===== config.mk =====
export PLATFORM = sky130hd
export DESIGN_NAME = seg_scan_mux
export DESIGN_NICKNAME = d
export VERILOG_FILES = /design/src/rtl/seg_pkg.sv /design/src/rtl/seg_slot_timer.sv /design/src/rtl/seg_scan_mux.sv
export SDC_FILE = /design/constraint.sdc
export NUM_CORES = 1
export LEC_CHECK = 0
export BUFFER_PORTS_ARGS = -buffer_cell sky130_fd_sc_hd__buf_4
export CORE_MARGIN = 10
export CORE_UTILIZATION = 45
export DETAILED_ROUTE_END_ITERATION = 12
export GPL_TIMING_DRIVEN = 0
export PLACE_DENSITY = 0.66
export SYNTH_ARGS = -nofsm -noshare
export SYNTH_HDL_FRONTEND = slang
export SYNTH_SLANG_ARGS = --single-unit

===== constraint.sdc =====
create_clock -name clk -period 3.65 [get_ports clk]
set_clock_uncertainty 0.2 [all_clocks]
set_input_delay 0.5475 -clock clk [delete_from_list [all_inputs] [get_ports clk]]
set_output_delay 0.5475 -clock clk [all_outputs]
set_load 0.01 [all_outputs]

===== src/rtl/seg_pkg.sv =====
// Shared definitions for the multiplexed display blocks.
// Contents: default scan timing constants, counter-width helper,
//           slot state enum and the pin polarity helper.
package seg_pkg;

   localparam int unsigned SEG_DEFAULT_PRESCALE = 50000;
   localparam int unsigned SEG_DEFAULT_BLANK    = 16;
   localparam int unsigned SEG_DEFAULT_CNT_W    = $clog2(SEG_DEFAULT_PRESCALE);

   // Phase inside one digit slot.
   typedef enum logic {
      SLOT_BLANK = 1'b0,
      SLOT_DRIVE = 1'b1
   } slot_state_e;

   // Width of a counter that runs 0..prescale-1 (at least one bit).
   function automatic int unsigned seg_cnt_w(input int unsigned prescale);
      return (prescale > 1) ? $clog2(prescale) : 1;
   endfunction

   // Convert a logical (1 = lit/selected) vector to pin polarity.
   // Callers truncate the result to their own width (<= 32 bits).
   function automatic logic [31:0] apply_pol(input logic [31:0] value,
                                            input logic        active_low);
      return active_low ? ~value : value;
   endfunction

endpackage


===== src/rtl/seg_slot_timer.sv =====
// Digit-slot timebase for seg_scan_mux.
// Ports:
//   clk, rst          - system clock, synchronous active-high reset
//   i_bright          - frame brightness (only with SEG_SCAN_BRIGHTNESS_EN)
//   o_idx             - digit index of the current slot (registered)
//   o_frame_start_c   - cnt==0 and idx==0 in the current cycle
//   o_in_drive_c      - current cycle lies in the drive window
module seg_slot_timer
   import seg_pkg::*;
#(
   parameter int unsigned NUM_DIGITS   = 4,
   parameter int unsigned PRESCALE     = SEG_DEFAULT_PRESCALE,
   parameter int unsigned BLANK_CYCLES = SEG_DEFAULT_BLANK,
   parameter int unsigned CNT_W        = SEG_DEFAULT_CNT_W,
   parameter int unsigned IDX_W        = 2
) (
   input  logic             clk,
   input  logic             rst,
`ifdef SEG_SCAN_BRIGHTNESS_EN
   input  logic [3:0]       i_bright,
`endif
   output logic [IDX_W-1:0] o_idx,
   output logic             o_frame_start_c,
   output logic             o_in_drive_c
);

   logic [CNT_W-1:0] r_cnt;
   logic [CNT_W-1:0] w_cnt_nxt;
   logic [IDX_W-1:0] w_idx_nxt;
   slot_state_e      w_state;

   // Counter state register.
   always_ff @(posedge clk) begin
      if (rst) begin
         r_cnt <= '0;
         o_idx <= '0;
      end else begin
         r_cnt <= w_cnt_nxt;
         o_idx <= w_idx_nxt;
      end
   end

   // Next count / digit index and slot phase decode.
   always_comb begin
      w_cnt_nxt = r_cnt + CNT_W'(1);
      w_idx_nxt = o_idx;
      if (r_cnt == CNT_W'(PRESCALE - 1)) begin
         w_cnt_nxt = '0;
         w_idx_nxt = (o_idx == IDX_W'(NUM_DIGITS - 1)) ? '0 : o_idx + IDX_W'(1);
      end
      w_state = (32'(r_cnt) < 32'(BLANK_CYCLES)) ? SLOT_BLANK : SLOT_DRIVE;
   end

   assign o_frame_start_c = (r_cnt == '0) && (o_idx == '0);

`ifdef SEG_SCAN_BRIGHTNESS_EN
   logic [31:0] w_lhs;
   logic [31:0] w_rhs;

   // Drive window shortened to (bright+1)/16 of the post-blank slot.
   // w_lhs underflows in BLANK, but the state term masks that case.
   always_comb begin
      w_lhs        = (32'(r_cnt) - 32'(BLANK_CYCLES)) << 4;
      w_rhs        = (32'(i_bright) + 32'd1) * 32'(PRESCALE - BLANK_CYCLES);
      o_in_drive_c = (w_state == SLOT_DRIVE) && (w_lhs < w_rhs);
   end
`else
   assign o_in_drive_c = (w_state == SLOT_DRIVE);
`endif

endmodule


===== src/rtl/seg_scan_mux.sv =====
// N-digit multiplexed 7-segment/LED scanner with blanking dead-time and
// per-frame snapshot of segment data.
// Optional feature macro: SEG_SCAN_BRIGHTNESS_EN (adds brightness[3:0]).
// Ports:
//   clk, rst    - system clock, synchronous active-high reset
//   segData     - per-digit patterns, digit i at [i*SEG_W +: SEG_W], 1 = lit
//   digitEn     - per-digit enable (disabled digits stay dark in their slot)
//   brightness  - drive-window length, captured per frame (macro only)
//   anode       - digit select in pin polarity, registered
//   ledx        - segment drive in pin polarity, registered
//   frameStart  - one-cycle pulse when the frame snapshot is taken
module seg_scan_mux
   import seg_pkg::*;
#(
   parameter int unsigned NUM_DIGITS   = 4,
   parameter int unsigned SEG_W        = 8,
   parameter int unsigned PRESCALE     = SEG_DEFAULT_PRESCALE,
   parameter int unsigned BLANK_CYCLES = SEG_DEFAULT_BLANK,
   parameter int unsigned ACTIVE_LOW   = 1
) (
   input  logic                        clk,
   input  logic                        rst,
   input  logic [NUM_DIGITS*SEG_W-1:0] segData,
   input  logic [NUM_DIGITS-1:0]       digitEn,
`ifdef SEG_SCAN_BRIGHTNESS_EN
   input  logic [3:0]                  brightness,
`endif
   output logic [NUM_DIGITS-1:0]       anode,
   output logic [SEG_W-1:0]            ledx,
   output logic                        frameStart
);

   localparam int unsigned CNT_W    = seg_cnt_w(PRESCALE);
   localparam int unsigned IDX_W    = (NUM_DIGITS > 1) ? $clog2(NUM_DIGITS) : 1;
   localparam logic        POL_LOW  = (ACTIVE_LOW != 0);

   logic [SEG_W-1:0]      r_seg [NUM_DIGITS];
   logic [NUM_DIGITS-1:0] r_en;
   logic [IDX_W-1:0]      w_idx;
   logic                  w_frame_start;
   logic                  w_in_drive;
   logic [NUM_DIGITS-1:0] w_anode_log;
   logic [SEG_W-1:0]      w_seg_log;

`ifdef SEG_SCAN_BRIGHTNESS_EN
   logic [3:0]            r_bright;
`endif

   seg_slot_timer #(
      .NUM_DIGITS   (NUM_DIGITS),
      .PRESCALE     (PRESCALE),
      .BLANK_CYCLES (BLANK_CYCLES),
      .CNT_W        (CNT_W),
      .IDX_W        (IDX_W)
   ) u_timer (
      .clk             (clk),
      .rst             (rst),
`ifdef SEG_SCAN_BRIGHTNESS_EN
      .i_bright        (r_bright),
`endif
      .o_idx           (w_idx),
      .o_frame_start_c (w_frame_start),
      .o_in_drive_c    (w_in_drive)
   );

   // Logical select/segments for the current cycle; dark unless driving an enabled digit.
   always_comb begin
      w_anode_log = '0;
      w_seg_log   = '0;
      if (w_in_drive && r_en[w_idx]) begin
         w_anode_log[w_idx] = 1'b1;
         w_seg_log          = r_seg[w_idx];
      end
   end

   // Frame snapshot and polarity-adjusted output registers.
   always_ff @(posedge clk) begin
      if (rst) begin
         for (int i = 0; i < int'(NUM_DIGITS); i++) begin
            r_seg[i] <= '0;
         end
         r_en       <= '0;
`ifdef SEG_SCAN_BRIGHTNESS_EN
         r_bright   <= '0;
`endif
         frameStart <= 1'b0;
         anode      <= NUM_DIGITS'(apply_pol(32'd0, POL_LOW));
         ledx       <= SEG_W'(apply_pol(32'd0, POL_LOW));
      end else begin
         frameStart <= w_frame_start;
         if (w_frame_start) begin
            for (int i = 0; i < int'(NUM_DIGITS); i++) begin
               r_seg[i] <= segData[i*SEG_W +: SEG_W];
            end
            r_en <= digitEn;
`ifdef SEG_SCAN_BRIGHTNESS_EN
            r_bright <= brightness;
`endif
         end
         anode <= NUM_DIGITS'(apply_pol(32'(w_anode_log), POL_LOW));
         ledx  <= SEG_W'(apply_pol(32'(w_seg_log), POL_LOW));
      end
   end

endmodule


==> metrics.txt <==
# TYPE chip_impl_metric gauge
chip_impl_info{name="run_status",value="finished, final reports clean"} 1
chip_impl_metric{name="reg2regPathDepth",unit=""} 4
chip_impl_metric{name="drtPass1Iterations",unit=""} 4
chip_impl_metric{name="wire_per_inst",unit="um"} 14.80
chip_impl_metric{name="signal_arrival_time_at_the_worst_endpoint",unit="ns"} 2.69
chip_impl_metric{name="postSynthCellCount",unit=""} 221
chip_impl_info{name="cts.root.buffer_cell",value="sky130_fd_sc_hd__clkbuf_8"} 1
chip_impl_metric{name="layout.area.seq",unit="um2"} 1702
chip_impl_metric{name="port-buffer-count",unit=""} 50
chip_impl_metric{name="number_of_synthesized_register_bits",unit=""} 69
chip_impl_metric{name="clock_insertion_delay_worst_skew",unit="ns"} 0.34
chip_impl_metric{name="whs",unit="ns"} 0.2118
chip_impl_metric{name="layoutNonFillerInstCount",unit=""} 362
chip_impl_metric{name="dp_cell_count",unit=""} 346
chip_impl_metric{name="core_area",unit="um2"} 5991
chip_impl_info{name="start_kind",value="register"} 1
chip_impl_info{name="critPathSlowestCell",value="sky130_fd_sc_hd__inv_1"} 1
chip_impl_metric{name="worst-path-max-fanout",unit=""} 32
chip_impl_metric{name="numCtsBuffers",unit=""} 9
chip_impl_info{name="rsz_0062_raised_after_global_routing",value="false"} 1
chip_impl_metric{name="worst_slack_setup_final",unit="ns"} 0.7131
chip_impl_metric{name="worst-slew-pin-transition",unit="ns"} 1.163
chip_impl_metric{name="area.growth.synth_to_final",unit="%"} 24.84
chip_impl_metric{name="post-route-cell-area",unit="um2"} 3515
chip_impl_metric{name="postPlaceCellArea",unit="um2"} 3284
chip_impl_metric{name="route.final.wire_length",unit="mm"} 5.358
chip_impl_metric{name="min_period_over_period",unit="%"} 80.46
chip_impl_metric{name="boundaryPins",unit=""} 51
chip_impl_metric{name="track_usage",unit="%"} 11.27
chip_impl_info{name="worstPathCellList",value="or4_4, nor4_4, a21oi_1, inv_1"} 1
chip_impl_metric{name="finalCriticalPeriod",unit="ns"} 2.937
chip_impl_info{name="worstHoldPathType",value="input pin to register"} 1
chip_impl_metric{name="ys_types",unit=""} 33
chip_impl_metric{name="timing.max_slew.rel_slack",unit="%"} 22.36
chip_impl_metric{name="total_leakage_power",unit="nW"} 1.375
chip_impl_metric{name="setup_viol",unit=""} 0
chip_impl_info{name="cts_tree",value="done"} 1
chip_impl_metric{name="synth_nets",unit=""} 265
chip_impl_metric{name="final_util",unit="%"} 58.67
chip_impl_metric{name="die_height",unit="um"} 99.10
chip_impl_metric{name="dr.first_iter.drc_count",unit=""} 70
chip_impl_metric{name="fmax",unit="MHz"} 340.5
chip_impl_metric{name="drc_errors",unit=""} 0
chip_impl_metric{name="overflow",unit=""} 0
chip_impl_info{name="final_cell_mix",value="sky130_fd_sc_hd__buf_4, sky130_fd_sc_hd__dfxtp_1, sky130_fd_sc_hd__and2_1, sky130_fd_sc_hd__edfxtp_1, sky130_fd_sc_hd__nor2_1"} 1
chip_impl_metric{name="cts_sinks",unit=""} 69
chip_impl_metric{name="pin_count_of_the_biggest_net_entering_global_routing",unit=""} 33
chip_impl_metric{name="yosysSeqAreaShare",unit="%"} 60.44
chip_impl_metric{name="synth-warning-count",unit=""} 0
chip_impl_metric{name="netlist.area_leader.share",unit="%"} 34.13
chip_impl_info{name="synthDominantAreaCellType",value="sky130_fd_sc_hd__edfxtp_1"} 1
chip_impl_metric{name="slowest_delay",unit="ns"} 0.88
chip_impl_metric{name="syn-cell-area",unit="um2"} 2815
chip_impl_metric{name="number_of_levels_the_h_tree_was_split_into",unit=""} 3
chip_impl_metric{name="ir_worst_vdd",unit="mV"} 0.2838
chip_impl_metric{name="cts.reportedPaths.clkPinSlew",unit="ns"} 0.07
chip_impl_metric{name="power_per_cell_area",unit="nW/um2"} 493.6
chip_impl_metric{name="ctsLongestPathBuffers",unit=""} 2
chip_impl_metric{name="grt_first_pass_wirelength",unit="mm"} 8.797
chip_impl_metric{name="ctsResizeCount",unit=""} 0
chip_impl_metric{name="cp_data_required_time",unit="ns"} 3.41
chip_impl_metric{name="initial_core_utilization",unit="%"} 46.99
chip_impl_metric{name="via_count",unit=""} 1788
chip_impl_metric{name="total_power",unit="mW"} 1.735
chip_impl_metric{name="whs_path_depth",unit=""} 2
chip_impl_metric{name="postCtsHoldBufs",unit=""} 0
chip_impl_metric{name="vias_per_cell",unit=""} 4.939
chip_impl_metric{name="floorplan.die.width",unit="um"} 99.10
chip_impl_info{name="setup.worst_path.end_class",value="register"} 1
chip_impl_metric{name="maxSlewViolCount",unit=""} 0
chip_impl_info{name="criticalPathCategory",value="register to register"} 1
chip_impl_metric{name="post_route_cells_drive_above_1_share",unit="%"} 28.57
chip_impl_metric{name="max_cap_violations",unit=""} 0
chip_impl_info{name="final_common_cell",value="sky130_fd_sc_hd__buf_4"} 1
chip_impl_metric{name="synthesis.area_per_instance",unit="um2"} 12.74
chip_impl_metric{name="hpwl",unit="mm"} 3.829
chip_impl_metric{name="final.setup.tns",unit="ns"} 0
chip_impl_metric{name="grt_antenna_before_repair",unit=""} 0
chip_impl_metric{name="placement_rows",unit=""} 28
chip_impl_info{name="synth_area_leaders",value="sky130_fd_sc_hd__edfxtp_1, sky130_fd_sc_hd__dfxtp_1, sky130_fd_sc_hd__mux4_2"} 1
chip_impl_metric{name="die_area",unit="um2"} 9820
chip_impl_metric{name="final.fill_count",unit=""} 485
chip_impl_metric{name="antenna_cells_inserted",unit=""} 0
chip_impl_metric{name="vias_in_the_first_global_route",unit=""} 1809
chip_impl_metric{name="postCtsSetupBuffers",unit=""} 0
chip_impl_metric{name="area_of_the_multi_input_gates",unit="um2"} 1008
chip_impl_metric{name="final_antenna_net_count",unit=""} 0
chip_impl_metric{name="layout.nets",unit=""} 326
chip_impl_metric{name="finalHoldViolCount",unit=""} 0
chip_impl_metric{name="gpl.final_weighted_congestion",unit=""} 0.8463
chip_impl_metric{name="worst_slack_at_placement",unit="ns"} 0.6619
## metal layers
layer  vias up  global-route usage (%)  part of all wire, %
li1        897                       -                    -
met1       838                   12.37                   41
met2        49                   18.19                   51
met3         4                   5.813                  7.0
met4         0                   4.300                 0.82
met5         -                       0                    0
## final cells by class
type	instances	area share, %
clock inverters	5	2.812
multi-input cells	134	28.69
clock buffers	11	3.738
repair buffers	50	10.68
inverters	8	0.8544
plain buffers	10	2.136
well taps	75	2.670
flip-flops and latches	69	48.42
## final timing paths
path                          endpoint  slack [ns]                    startpoint
max          r_seg[2][4]$_SDFFCE_PN0P_        0.71  u_timer.r_cnt[11]$_SDFF_PP0_
min               r_en[1]$_SDFFE_PP0P_        0.21                    digitEn[1]
max reg2reg  r_seg[2][4]$_SDFFCE_PN0P_        0.71  u_timer.r_cnt[11]$_SDFF_PP0_
min reg2reg       r_en[2]$_SDFFE_PP0P_        0.28          r_en[2]$_SDFFE_PP0P_
## worst max-delay path, delay by kind of cell (launching register included)
family	cells	cell delay, ns
buf+inv	1	0.88
compound gates	1	0.19
simple gates	2	0.88
flops	1	0.38
## logic make-up after synthesis
group / synth area share, %
fa+ha+maj: 2.667
xor+xnor: 4.044
compound gates: 1.777
simple gates: 19.42
flops: 60.44
mux: 7.911
buf+inv: 3.733
## Yosys cell counts
| library cell | instances |
|---|---|
| sky130_fd_sc_hd__dfxtp_1 | 37 |
| sky130_fd_sc_hd__and2_1 | 32 |
| sky130_fd_sc_hd__edfxtp_1 | 32 |
| sky130_fd_sc_hd__nor2_1 | 18 |
| sky130_fd_sc_hd__nand2_1 | 14 |
| sky130_fd_sc_hd__xnor2_1 | 10 |
| sky130_fd_sc_hd__mux4_2 | 9 |
| sky130_fd_sc_hd__inv_1 | 8 |
| sky130_fd_sc_hd__nand3_1 | 8 |
| sky130_fd_sc_hd__ha_1 | 6 |
| sky130_fd_sc_hd__nand4_1 | 5 |
| sky130_fd_sc_hd__a22o_1 | 4 |
| sky130_fd_sc_hd__buf_6 | 4 |
| sky130_fd_sc_hd__nor3_1 | 4 |
| sky130_fd_sc_hd__nor4_1 | 3 |
| sky130_fd_sc_hd__xor2_1 | 3 |
| sky130_fd_sc_hd__a21oi_1 | 2 |
| sky130_fd_sc_hd__and3_1 | 2 |
| sky130_fd_sc_hd__buf_1 | 2 |
| sky130_fd_sc_hd__buf_4 | 2 |
| sky130_fd_sc_hd__clkbuf_1 | 2 |
| sky130_fd_sc_hd__mux2i_1 | 2 |
| sky130_fd_sc_hd__or3_1 | 2 |
| sky130_fd_sc_hd__and3b_1 | 1 |
| sky130_fd_sc_hd__nor3b_1 | 1 |
| sky130_fd_sc_hd__nor4_2 | 1 |
| sky130_fd_sc_hd__nor4_4 | 1 |
| sky130_fd_sc_hd__nor4bb_1 | 1 |
| sky130_fd_sc_hd__o21ai_0 | 1 |
| sky130_fd_sc_hd__or2_1 | 1 |
| sky130_fd_sc_hd__or2_2 | 1 |
| sky130_fd_sc_hd__or4_1 | 1 |
| sky130_fd_sc_hd__or4_4 | 1 |
## power by group
group | internal [mW] | total [mW] | switching [mW]
combinational | 0.0718 | 0.123 | 0.0515
sequential | 0.875 | 0.891 | 0.0164
clock | 0.451 | 0.720 | 0.269
## state kept, by name, summed over array words and instances, names as in the netlist, named ones only
name	count
frameStart	1
ledx	8
r_seg	32
u_timer.o_idx	2
r_en	4
anode	4
u_timer.r_cnt	16
Note: power is estimated with default switching activity, not from simulation.
